**src/rtl/reg_file_sweep.sv**
```systemverilog
// reg_file_sweep: 2-read/1-write register file with a one-entry-per-cycle clear sweep.
// Optional macro REGFILE_BYPASS_EN forwards an IDLE write to matching read ports.
module reg_file_sweep #(
  parameter int DATA_W = 8,
  parameter int ADDR_W = 3,
  parameter bit ZERO_R0 = 1'b0
) (
  input  logic              clk,
  input  logic              reset,
  input  logic [DATA_W-1:0] writedata,
  input  logic [ADDR_W-1:0] writereg,
  input  logic              writeenable,
  input  logic [ADDR_W-1:0] readreg1,
  input  logic [ADDR_W-1:0] readreg2,
  input  logic              clear,
  output logic [DATA_W-1:0] regout1,
  output logic [DATA_W-1:0] regout2,
  output logic              busy
);
  localparam int DEPTH = 2**ADDR_W;
  typedef enum logic {IDLE, SWEEP} state_t;
  state_t state;
  logic [ADDR_W-1:0] cnt;
  logic [DATA_W-1:0] regs [DEPTH];
  logic wr_ok, fwd1, fwd2;
  assign wr_ok = writeenable && !(ZERO_R0 && writereg == '0);
  always_ff @(posedge clk or posedge reset)
    if (reset) begin
      state <= IDLE;
      cnt <= '0;
      busy <= 1'b0;
      for (int i = 0; i < DEPTH; i++) regs[i] <= '0;
    end else if (state == IDLE) begin
      if (wr_ok) regs[writereg] <= writedata;
      if (clear) begin
        state <= SWEEP;
        cnt <= '0;
        busy <= 1'b1;
      end
    end else begin
      regs[cnt] <= '0;
      cnt <= cnt + 1'b1;
      if (&cnt) begin
        state <= IDLE;
        busy <= 1'b0;
      end
    end
`ifdef REGFILE_BYPASS_EN
  assign fwd1 = state == IDLE && wr_ok && readreg1 == writereg;
  assign fwd2 = state == IDLE && wr_ok && readreg2 == writereg;
`else
  assign fwd1 = 1'b0;
  assign fwd2 = 1'b0;
`endif
  assign regout1 = (ZERO_R0 && readreg1 == '0) ? '0 : fwd1 ? writedata : regs[readreg1];
  assign regout2 = (ZERO_R0 && readreg2 == '0) ? '0 : fwd2 ? writedata : regs[readreg2];
endmodule

```
**config.mk**
```make
export PLATFORM = sky130hd
export DESIGN_NAME = reg_file_sweep
export DESIGN_NICKNAME = d
export VERILOG_FILES = /design/src/rtl/reg_file_sweep.sv
export SDC_FILE = /design/constraint.sdc
export NUM_CORES = 1
export LEC_CHECK = 0
export ABC_AREA = 1
export ABC_CLOCK_PERIOD_IN_PS = 2200
export CELL_PAD_IN_SITES_DETAIL_PLACEMENT = 1
export CELL_PAD_IN_SITES_GLOBAL_PLACEMENT = 2
export CORE_ASPECT_RATIO = 1.2
export CORE_MARGIN = 2
export CORE_UTILIZATION = 29
export DETAILED_ROUTE_END_ITERATION = 6
export PLACE_DENSITY = 0.85
export SLEW_MARGIN = 20
export SYNTH_ARGS = -nofsm -noshare
export SYNTH_HDL_FRONTEND = slang
export SYNTH_SLANG_ARGS = --single-unit
```
**constraint.sdc**
```tcl
create_clock -name clk -period 2.2 [get_ports clk]
set_input_delay 0.44 -clock clk [delete_from_list [all_inputs] [get_ports clk]]
set_output_delay 0.44 -clock clk [all_outputs]
set_load 0.01 [all_outputs]
```
## Yosys cells after proc, flatten, opt, wreduce, memory -nomap -nowiden

Cells that the tools add are included.

| cells by class | value |
|---|---|
| $add $sub $neg | 1 |
| $lt $le $gt $ge | 6 |
| eq/ne operators | 1 |
| mux-type cells | 21 |
| bitwise logic cells | 6 |
| reductions and logical operators | 6 |

Operators by type and width:

| cell | number |
|---|---|
| $mux W64 | 2 |
| $and A64 B64 Y64 | 1 |
| $bwmux W64 | 1 |
| $not A64 Y64 | 1 |
| $bmux W8 S3 | 2 |
| $demux W8 S3 | 2 |
| $mux W8 | 6 |
| $ge A4 B4 Y1 const B | 4 |
| $not A3 Y4 | 4 |
| $lt A4 B1 Y1 const B | 2 |
| $mux W1 | 6 |
| $mux W3 | 2 |
| $reduce_bool A2 Y1 | 2 |
| $add A3 B1 Y3 const B | 1 |
| $reduce_and A3 Y1 | 1 |
| $logic_and A1 B1 Y1 | 2 |
| $ne A2 B1 Y1 const B | 1 |
| $reduce_and A2 Y1 | 1 |

| word-level totals | value |
|---|---|
| register bits after elaboration | 69 |
| output and inout bits | 17 |
| word-level logic and storage cells | 52 |

## Logic depth before layout (Yosys ltp)

| depth | value |
|---|---|
| depth in word-level cells | 8 |
| mapped depth | 8 |

## Least setup slack after synthesis

No wires, ideal clock.

| path | value |
|---|---|
| path kind | input-to-output |
| start | input readreg1[1] |
| end | output regout1[5] |
| arrival | 1.194 ns |
| required time | 1.760 ns |
| setup slack | 0.566 ns |
| stages | 7 |
| buffers on the path | 2 |
| cells stage by stage | buf_2 > inv_1 > buf_2 > nand3_1 > nand2_1 > nand2_1 > nand2_1 |

| on the way | value |
|---|---|
| cells in the longest elaborated chain, start to end | 4 |

Ends and longest elaborated chain:

| element | line | text |
|---|---|---|
| from (decl) | 13 | `input logic [ADDR_W-1:0] readreg1,` |
| $not A3 Y4 (implied by the code) | 55 | `assign regout1 = (ZERO_R0 && readreg1 == '0) ? '0 : fwd1 ? writedata : regs[readreg1];` |
| $bmux W8 S3 | 55 |  |
| $mux W8 (implied by the code) (2 in series) | 55 |  |
| to (decl) | 16 | `output logic [DATA_W-1:0] regout1,` |

Every way passes these cells. The select of a mux whose other input is x is not followed.

## Final worst setup path

| path | value |
|---|---|
| start | input readreg1[0] |
| end | output regout1[1] |

Same word-level chain as after synthesis.

==> flow_summary.toml <==
[placed_design]
gp_congestion = 0.863
post-place-ws_ps = -383
place.port_buffers = 37
hpwl_mm = 12.0

[sta]
slew-limit-headroom_pct = 64.6
rsz0062_at_grt = "no"
skew_ps = 7.83
hold_violations = 0
worst_pin_slew_ps = 529
max_freq_ghz = 0.484
finalCriticalPeriod_ps = 2070
maxSlewViolCount = 0
setup_viol = 0
final.setup.worst_slack_ps = 132
fin_crit_sh_pct = 94.0

[floorplanning]
ios = 38
start_util_pct = 29.6
row_count = 49
core-area_sq_um = 15000
die_x_microns = 117
die_h_microns = 140
die_area_sq_um = 16400

[global_routing]
grt_usage_pct = 20.7
grt_overflow = 0
grt_max_degree = 70
grt_pass1_wl_mm = 25.8
grt_pass1_vias = 4773
antenna_found_initial = 0

[drt]
drt-wirelength-per-cell_microns = 17.0
firstDrtPassIters = 6
viasPerCell = 4.94
final_antenna_net_count = 0
routed_wl_mm = 16.0
dr_total_vias = 4630
route.detailed.drc = 0
drt_iter0_markers = 327

[synth]
synthDominantCellAreaShare_pct = 38.8
muxShareOfSynthArea_pct = 0
synth_cell_type_count = 19
ys_ff_latch = 69
synth.net_count = 721
synth_area_sq_um = 4450
synth_compound_area_share_pct = 0.675
synth_top_family_by_area = "simple AND/OR/NAND/NOR gates"
syn-mean-instance-area_sq_um = 6.39
synthXorXnorAreaFrac_pct = 0
synthAdderAreaFrac_pct = 0.843
synth_seq_area_share_pct = 38.8
synth-simple-area-share_pct = 48.4
synth_ff_type = "dfrtp_1"
yosys-top-cells-count = "nand2_1, nand3_1, inv_1"
synth_edf_count = 0
yosysMostFrequentCell = "nand2_1"
async_flop_share_pct = 100
synth_cells = 697
ys_warn_count = 0
synth_area_leaders = "dfrtp_1, nand2_1, nand3_1, inv_1, buf_2"
yosysTopAreaCell = "dfrtp_1"

[setup_path]
crit_path_cell_trace = "dlygate4sd2_1, inv_2, clkbuf_16, nand2_1, nand3_1, nand2_1, nand2_1, nand2_1, dlygate4sd2_1"
required_ps = 1760
path_delay_family = "buffers and inverters"
end_kind = "output port"
worstPathMaxFanout = 16
cpPeakStageDelay_ps = 280
worst-setup-path-type = "in -> out"
cp.buffers_inverters = 4
arrival_ps = 1630
worst_path_max_delay_cell = "dlygate4sd2_1"
worst_setup_path_start_kind = "input port"
cpMostUsedCell = "nand2_1"

[clock_network]
clk_pin_slew_worst_paths_ps = 60
clk_path_buf_depth = 2
cts_buffers = 9
cts_tree = "built"
htreeDepth = 3
cts-root-buf = "clkbuf_16"
hold_buffers = 0
worstSkewPairLatency_ps = 330
clock-sinks = 69

[power_and_ir_drop]
irDropWorstVdd_uv = 437
p_leak_uw = 0.00312
p_per_area_nw_per_um2 = 943

[job]
drv_cap = 0

[min_path]
min_path_type = "in -> async"

[final_layout]
area_growth_pct = 22.9
drive_gt1_share_pct = 7.63
fin_util_pct = 36.4
fillCellCount = 1925
seq_area_sq_um = 1730
nNetsFinal = 753
multi_input_area_sq_um = 2220
antenna_cells = 0

[outcome]
status = "completed"
tightest hold or removal path, cell delays in order:
cell and delay [ps]:
clkdlybuf4s50_1 410, inv_2 70, buf_12 310
routing by layer:
metal / GRT usage, % / part of all wire (%) / vias to the layer above
li1: - / - / 2234
met1: 29.3 / 46 / 2251
met2: 32.1 / 46 / 116
met3: 2.79 / 4.7 / 29
met4: 7.99 / 2.7 / 0
met5: 0 / 0 / -
where the power goes:
part           total [uW]  switching, uW  internal [uW]
Combinational        1710           1140            566
Clock                1570            522           1050
Sequential           1880            274           1610
state kept, by name, summed over array words and instances (netlist names):
register and cells:
cnt 3, regs 64, state 1, busy 1
repair_timing:
| item | CTS | global route |
|---|---|---|
| setup endpoints to repair | 16 | 1 |
| setup buffers | 0 | 0 |
| gates cloned | 1 | 1 |
| gates resized for setup | 35 | 1 |
cells in the final DEF, fill, tap and decap left out:
master and count:
inv_1 76, nor2_2 1, nor2_4 1, clkdlybuf4s15_1 6, clkbuf_1 1, nand3_4 2
nand3_1 154, o21ai_0 3, nand3_2 4, nor2_8 1, clkdlybuf4s15_2 1, buf_12 6
inv_2 11, clkbuf_16 10, buf_8 1, clkbuf_8 2, nor2_1 6, clkdlybuf4s50_1 17
buf_2 1, ha_1 3, bufinv_16 2, buf_4 8, dlygate4sd2_1 13, nand4_1 8
buf_6 3, clkinv_2 2, dfrtp_1 69, nand2_1 319, a21oi_1 3
kinds of logic after synthesis:
family                   count (synthesis)
adder cells (fa/ha/maj)                  3
AND/OR/NAND/NOR                        496
buffers and inverters                  123
flip-flops                              69
AO/OA/AOI/OAI                            6
cell type report:
| class | count | area share [%] |
|---|---|---|
| multi-input cells | 505 | 40.6 |
| clock buffers | 12 | 4.69 |
| repair buffers | 57 | 11.2 |
| inverters | 87 | 5.97 |
| well taps | 204 | 4.67 |
| clock inverters | 4 | 1.28 |
| flip-flops and latches | 69 | 31.6 |
metrics by stage:
| step | cells | cell area [sq um] | power (uW) | TNS (ps) | hold WS, ps |
|---|---|---|---|---|---|
| after floorplan | 697 | 4450 | 2930 | 0 | 469 |
| after global placement | 920 | 5110 | 3550 | -5250 | 483 |
| after detailed placement | 920 | 5110 | 3640 | -5610 | 487 |
| after CTS | 937 | 5450 | 5200 | 0 | 499 |
| after global routing | 938 | 5470 | 5530 | 0 | 521 |
| final | 938 | 5470 | 5160 | 0 | 496 |
path summary, 6_finish.rpt:
path | start | end | slack [ps] | depth (start not counted)
max in group asynchronous | reset | regs[40] | 1390 | 3
setup / recovery | readreg1[0] | regout1[1] | 130 | 9
setup reg to reg | state | regs[61] | 530 | 5
hold / removal | reset | cnt[1] | 500 | 3
hold reg to reg | regs[23] | regs[23] | 500 | 2
min in group clk | regs[23] | regs[23] | 500 | 2
(Power assumes the default switching activity.)
